--- config.mk ---
export PLATFORM = sky130hd
export DESIGN_NAME = gpio_pad_filter
export DESIGN_NICKNAME = d
export VERILOG_FILES = /design/src/rtl/gpio_pad_pkg.sv /design/src/rtl/gpio_pad_filter_lane.sv /design/src/rtl/gpio_pad_filter.sv
export SDC_FILE = /design/constraint.sdc
export NUM_CORES = 1
export LEC_CHECK = 0
export BUFFER_PORTS_ARGS = -buffer_cell sky130_fd_sc_hd__buf_2
export CAP_MARGIN = 25
export CORE_MARGIN = 8
export CORE_UTILIZATION = 41
export CTS_CLUSTER_SIZE = 16
export DETAILED_ROUTE_END_ITERATION = 10
export PLACE_DENSITY = 0.59
export SYNTH_ARGS = -nofsm -noshare
export SYNTH_HDL_FRONTEND = slang
export SYNTH_SLANG_ARGS = --single-unit
--- constraint.sdc ---
create_clock -name io_clock -period 2.1 [get_ports io_clock]
set_input_delay 0.105 -clock io_clock [delete_from_list [all_inputs] [get_ports io_clock]]
set_output_delay 0.105 -clock io_clock [all_outputs]
set_load 0.05 [all_outputs]
--- src/rtl/gpio_pad_pkg.sv ---
// Shared constants and helpers for the GPIO pad input filter.
// Imported by the lane and the top level.
package gpio_pad_pkg;

    localparam int GPIO_SYNC_STAGES_DEF = 2;
    localparam int GPIO_DEBOUNCE_DEF    = 16;

    // Counter must hold 0..debounce-1 and never be narrower than one bit.
    function automatic int gpio_cnt_width(input int debounce);
        return $clog2(debounce + 1);
    endfunction

endpackage

--- src/rtl/gpio_pad_filter_lane.sv ---
// Single-pin lane: synchroniser, debounce counter, stable level
// and registered rise/fall pulses.
module gpio_pad_filter_lane
    import gpio_pad_pkg::*;
#(
    parameter int   SYNC_STAGES     = GPIO_SYNC_STAGES_DEF,
    parameter int   DEBOUNCE_CYCLES = GPIO_DEBOUNCE_DEF,
    parameter logic RESET_LEVEL     = 1'b0
) (
    input  logic i_clock,
    input  logic i_rst_n,
    input  logic i_raw,
    input  logic i_we,
    output logic o_level,
    output logic o_rise,
    output logic o_fall
);

    localparam int CW = gpio_cnt_width(DEBOUNCE_CYCLES);
    localparam logic [CW-1:0] C_MAX = CW'(DEBOUNCE_CYCLES - 1);
    localparam logic [CW-1:0] C_ONE = CW'(1);

    logic [SYNC_STAGES-1:0] r_sync;
    logic [CW-1:0]          r_cnt;
    logic                   r_stable;
    logic                   r_rise;
    logic                   r_fall;

    logic w_sync;
    logic w_diff;
    logic w_done;
    logic w_load;

    assign w_sync = r_sync[SYNC_STAGES-1];
    assign w_diff = w_sync ^ r_stable;
    assign w_done = (r_cnt == C_MAX);
    // Driven pins track the pad directly; others need a full stable run.
    assign w_load = i_we | (w_diff & w_done);

    always_ff @(posedge i_clock or negedge i_rst_n) begin
        if (!i_rst_n) begin
            r_sync <= {SYNC_STAGES{RESET_LEVEL}};
        end else begin
            r_sync <= {r_sync[SYNC_STAGES-2:0], i_raw};
        end
    end

    always_ff @(posedge i_clock or negedge i_rst_n) begin
        if (!i_rst_n) begin
            r_stable <= RESET_LEVEL;
            r_cnt    <= '0;
        end else if (w_load) begin
            r_stable <= w_sync;
            r_cnt    <= '0;
        end else if (w_diff) begin
            r_cnt    <= r_cnt + C_ONE;
        end else begin
            r_cnt    <= '0;
        end
    end

    always_ff @(posedge i_clock or negedge i_rst_n) begin
        if (!i_rst_n) begin
            r_rise <= 1'b0;
            r_fall <= 1'b0;
        end else begin
            r_rise <= w_load & ~r_stable & w_sync;
            r_fall <= w_load & r_stable & ~w_sync;
        end
    end

    assign o_level = r_stable;
    assign o_rise  = r_rise;
    assign o_fall  = r_fall;

endmodule

--- src/rtl/gpio_pad_filter.sv ---
// GPIO pad input conditioning: one independent filter lane per pin
// between the IOBUF outputs and the SoC pin read inputs.
module gpio_pad_filter
    import gpio_pad_pkg::*;
#(
    parameter int   WIDTH           = 24,
    parameter int   SYNC_STAGES     = GPIO_SYNC_STAGES_DEF,
    parameter int   DEBOUNCE_CYCLES = GPIO_DEBOUNCE_DEF,
    parameter logic RESET_LEVEL     = 1'b0
) (
    input  logic             io_clock,
    input  logic             io_reset,
    input  logic [WIDTH-1:0] io_pins_raw,
    input  logic [WIDTH-1:0] io_pins_writeEnable,
    output logic [WIDTH-1:0] io_pins_read,
    output logic [WIDTH-1:0] io_rise,
    output logic [WIDTH-1:0] io_fall
);

    genvar g;
    generate
        for (g = 0; g < WIDTH; g++) begin : g_lane
            gpio_pad_filter_lane #(
                .SYNC_STAGES     (SYNC_STAGES),
                .DEBOUNCE_CYCLES (DEBOUNCE_CYCLES),
                .RESET_LEVEL     (RESET_LEVEL)
            ) u_lane (
                .i_clock (io_clock),
                .i_rst_n (io_reset),
                .i_raw   (io_pins_raw[g]),
                .i_we    (io_pins_writeEnable[g]),
                .o_level (io_pins_read[g]),
                .o_rise  (io_rise[g]),
                .o_fall  (io_fall[g])
            );
        end
    endgenerate

endmodule

### Word level (Yosys, flattened, before mapping)

Index checks and enable logic that the tools add are counted.

| word-level totals | value |
|---|---|
| memory bits (read-only) | 0 |
| logic and storage cells | 432 |
| flip-flop bits (word level) | 240 |
| bits in latches | 0 |
| output and inout port bits | 72 |
| memory bits (writable) | 0 |
| memories kept | 0 |

| operators by class | value |
|---|---|
| divide/modulo/power cells | 0 |
| magnitude comparators | 0 |
| add/sub/neg operators | 24 |
| bitwise logic cells | 216 |
| eq/ne operators | 24 |
| $mul | 0 |
| shift operators | 0 |
| multiplexer cells | 48 |
| reduce and logical (&&, ||, !) cells | 0 |

Operator list:

| operator | number |
|---|---|
| 5-bit 2-to-1 mux | 48 |
| 5-bit by 1-bit adder with 5-bit output, second input constant | 24 |
| 1-bit AND | 120 |
| 5-bit by 4-bit == test with 1-bit output, second input constant | 24 |
| 1-bit inverter | 48 |
| 1-bit bitwise OR | 24 |
| 1-bit XOR | 24 |

### Logic depth before layout (Yosys ltp)

| depth | value |
|---|---|
| depth in word-level cells | 5 |
| depth in mapped cells | 6 |

### Cells and area by module

Synthesis repeated with hierarchy kept, for this count alone.

| second synthesis, totals | value |
|---|---|
| cell total of the unflattened synthesis | 672 |
| area total of the unflattened synthesis | 9008.6 µm² |

By module, submodules not included:

| module | seq. area each (µm²) | area an instance (µm²) | cells an instance | instances |
|---|---|---|---|---|
| gpio_pad_filter_lane | 250.2 | 375.4 | 28 | 24 |

### Worst setup path after synthesis

OpenSTA, ideal clock, no wires.

| timing | value |
|---|---|
| path type | flip-flop to flip-flop |
| from | reg g_lane[11].u_lane.r_cnt[0] |
| to | reg g_lane[11].u_lane.r_stable |
| arrival | 1.509 ns |
| setup time | 0.125 ns |
| slack | 0.467 ns |
| cell stages (with the launch flop) | 6 |
| period minus slack after synthesis | 1.633 ns |
| data required time | 1.975 ns |
| path through | dfrtp_1 > ha_1 > and3_1 > ha_1 > nor2_1 > mux2_2 |

| between the ends | value |
|---|---|
| cells in the longest elaborated chain, start to end | 3 |

Ends and longest elaborated chain:

| element | RTL line | text |
|---|---|---|
| from (decl) | gpio_pad_filter_lane.sv:24 | `logic [CW-1:0] r_cnt;` |
| from (signal assigned) | gpio_pad_filter_lane.sv:56 | `r_cnt <= r_cnt + C_ONE;` |
| 5-bit by 4-bit == test with 1-bit output | gpio_pad_filter_lane.sv:36 | `assign w_done = (r_cnt == C_MAX);` |
| 1-bit AND | gpio_pad_filter_lane.sv:38 | `assign w_load = i_we \| (w_diff & w_done);` |
| 1-bit bitwise OR | gpio_pad_filter_lane.sv:38 |  |
| to (signal assigned) | gpio_pad_filter_lane.sv:53 | `r_stable <= w_sync;` |
| to (decl) | gpio_pad_filter_lane.sv:25 | `logic r_stable;` |

No other way between the ends.
A chain may end at the register's enable or synchronous reset.

### Worst setup path after layout

| timing | value |
|---|---|
| from | reg g_lane[12].u_lane.r_cnt[0] |
| to | reg g_lane[12].u_lane.r_stable |

| between the ends | value |
|---|---|
| cells in the longest elaborated chain, start to end | 3 |

Ends and longest elaborated chain:

| element | RTL line |
|---|---|
| from (decl) | gpio_pad_filter_lane.sv:24 |
| from (signal assigned) | gpio_pad_filter_lane.sv:56 |
| 5-bit by 4-bit == test with 1-bit output | gpio_pad_filter_lane.sv:36 |
| 1-bit AND | gpio_pad_filter_lane.sv:38 |
| 1-bit bitwise OR | gpio_pad_filter_lane.sv:38 |
| to (signal assigned) | gpio_pad_filter_lane.sv:53 |
| to (decl) | gpio_pad_filter_lane.sv:25 |

No other way between the ends.

==> impl_metrics.tcl <==
set metrics [dict create \
    num_io_pins 122 \
    netlist_area_um2 9470 \
    cts_tree "built" \
    fin_skew_ns 0.0151 \
    status "completed" \
    initial_utilization 0.418 \
    diodes 0 \
    cts.sinks 240 \
    routabilityCongestion 0.699 \
    grt_pass1_vias 5754 \
    cts_max_level 1 \
    p_sw_frac 0.247 \
    die_area_um2 28200 \
    port_buffers 121 \
    synth_top_area_cell "dfrtp_1" \
    cts.reportedPaths.clkPinSlew_ns 0.06 \
    seqCellArea_um2 6010 \
    hp-class "input port to async pin" \
    nNetsFinal 979 \
    post-route-period-util 0.848 \
    cp.required_ns 2.49 \
    tightestPinTransition_ns 0.617 \
    crit_type "flop to flop" \
    yosys_warnings 0 \
    rsz0062_at_grt "no" \
    syn_inst 744 \
    combPwrFrac 0.098 \
    critical_path.n_buffers_inverters 0 \
    setup_violations 0 \
    pwr-share-seq 0.483 \
    synth_top_area_frac 0.634 \
    critPathCaptureType "flop" \
    intPower_mw 7.82 \
    clk_latency_ns 0.52 \
    clkPwrFrac 0.419 \
    wl_per_cell_um 12.4 \
    ys_top_cells_by_area "dfrtp_1 63%, ha_1 6.3%, buf_4 5.7%, nor2_1 4.7%, xor2_1 4.4%" \
    clockRootBuffer "clkbuf_16" \
    final_cell_count_no_fill 1184 \
    die_h_um 168 \
    antenna_found_initial 0 \
    dr.pass1.iters 4 \
    cp_data_arrival_time_ns 2.17 \
    synth.net_count 842 \
    rows 55 \
    multiInputGateArea_um2 2830 \
    slew_violations 0 \
    path_delay_family "simple AND/OR/NAND/NOR gates" \
    grt_max_degree 80 \
    fmax_ghz 0.561 \
    drc 0 \
    n_fill_cell 2008 \
    switching_power_mw 2.56 \
    wl_um 14600 \
    max_stage_delay_ns 0.39 \
    crit_top_cell "ha_1" \
    tns_ns 0 \
    layout-drive-gt1-share 0.219 \
    powerDensity_nw_per_um2 916 \
    drv_cap 0 \
    drt_iter0_markers 187 \
    path_cells "ha_1, and3_1, ha_1, nor2_1, mux2_2" \
    yosysSeqAreaShare 0.634 \
    finalCriticalPeriod_ns 1.78 \
    slowest_stage "dfrtp_1" \
    grt_util_all_layers 0.107 \
    core_um2 22600 \
    vdd_ir_drop_max_v 0.000851 \
    num_vias 5302 \
    synth_cell_types 13 \
    synth.avg_cell_area_um2 12.7 \
    worstPathMaxFanout 5 \
    slew_headroom 0.588 \
    p_leak_nw 5.67 \
    clk_path_buf_depth 3 \
    via_per_inst 4.48 \
    ys_seq_elements 240 \
    ant_nets 0 \
    dp.cells 1089 \
    die_w_um 168 \
    cts_inserted_buffers 26 \
    syn_to_final_growth_pct 19.7 \
    worst_setup_path_start_kind "flop" \
    grt_overflow_total 0 \
    grt_pass1_wl_um 25900 \
    hold_violations 0 \
    dpl.hpwl_um 9840 \
]
==> stage by stage <==
step	setup slack (ns)	power [mW]	instance area, um2	utilization	hold slack [ns]
finish	0.319	10.4	11300	0.501	0.184
global placement	0.331	6.06	10000	0.442	0.151
CTS	0.308	10.6	11300	0.501	0.192
global route	0.213	10.9	11300	0.501	0.209
floorplan	0.467	5.84	9470	-	-0.191
detailed placement	0.328	6.06	10000	0.442	0.157
==> per-layer routing <==
layer  wire [um]  share of wire  track usage  vias up
li1            -              -            -     2641
met5           0              0            0        -
met2        6700           0.46        0.177       92
met1        6650           0.45        0.131     2543
met3         923          0.063       0.0341       26
met4         379          0.026       0.0353        0
==> cells in the mapped netlist (all sizes together) <==
library cell and count:
dfrtp 240, nor2 120, buf 72, and3 48
ha 48, nor3b 48, xor2 48, inv 24
mux2 24, nand2 24, nand3 24, xnor2 24
==> cells in the final DEF (no fill, tap or decap), drive strengths merged <==
master,synthesis,layout
and3,48,48
buf,72,132
bufinv,0,2
clkbuf,0,34
clkinv,0,9
clkinvlp,0,1
dfrtp,240,240
dlygate4sd3,0,49
ha,48,48
inv,24,24
mux2,24,24
nand2,24,24
nand3,24,24
nor2,120,120
nor3b,48,48
xnor2,24,24
xor2,48,48
==> what timing repair did <==
item | 4_1_cts | 5_1_grt
endpoints found under the hold margin | 257 | 0
resized for setup | 0 | 0
hold buffers | 49 | 0
buffers inserted | 0 | 0
==> power by group through the flow <==
stage | sequential, mW | clock [mW] | combinational (mW)
2_1_floorplan | 5.06 | 0 | 0.775
3_3_place_gp | 5.09 | 0 | 0.972
3_5_place_dp | 5.09 | 0 | 0.972
4_1_cts | 5.01 | 4.54 | 1.05
5_1_grt | 5.04 | 4.70 | 1.13
6_report | 5.01 | 4.35 | 1.02
==> layout make-up <==
| class | instances | share of cell area |
|---|---|---|
| clock buffer | 34 | 0.0628 |
| clock inverter | 12 | 0.00994 |
| inverter | 24 | 0.00795 |
| multi-input combinational | 408 | 0.250 |
| sequential | 240 | 0.530 |
| tap | 285 | 0.0315 |
| timing repair buffer | 181 | 0.108 |
==> cell families after synthesis <==
kind of cell	share of synthesized area
AND/OR/NAND/NOR	0.140
flip-flops	0.634
buffers and inverters	0.0666
XOR/XNOR	0.0666
adder cells (fa/ha/maj)	0.0634
multiplexers	0.0285
==> sequential cells by signal, summed over array words and instances (netlist names) <==
| name | cells |
|---|---|
| g_lane.u_lane.o_level | 24 |
| g_lane.u_lane.r_cnt | 120 |
| g_lane.u_lane.r_sync | 48 |
| g_lane.u_lane.o_rise | 24 |
| g_lane.u_lane.o_fall | 24 |
==> final timing paths <==
kind	endpoint	depth (start not counted)	slack (ns)	from
worst max register to register	g_lane[12].u_lane.o_level$_DFFE_PN0N_	5	0.32	g_lane[12].u_lane.r_cnt[0]$_DFF_PN0_
worst min-delay path	g_lane[12].u_lane.r_cnt[4]$_DFF_PN0_	2	0.18	io_reset
max in group asynchronous	g_lane[4].u_lane.r_cnt[0]$_DFF_PN0_	3	1.26	io_reset
worst max-delay path	g_lane[12].u_lane.o_level$_DFFE_PN0N_	5	0.32	g_lane[12].u_lane.r_cnt[0]$_DFF_PN0_
min in group io_clock	g_lane[1].u_lane.r_sync[0]$_DFF_PN0_	2	0.22	io_pins_raw[1]
worst min register to register	g_lane[0].u_lane.r_sync[1]$_DFF_PN0_	0	0.34	g_lane[0].u_lane.r_sync[0]$_DFF_PN0_
Power figures use the tool's default switching activity.
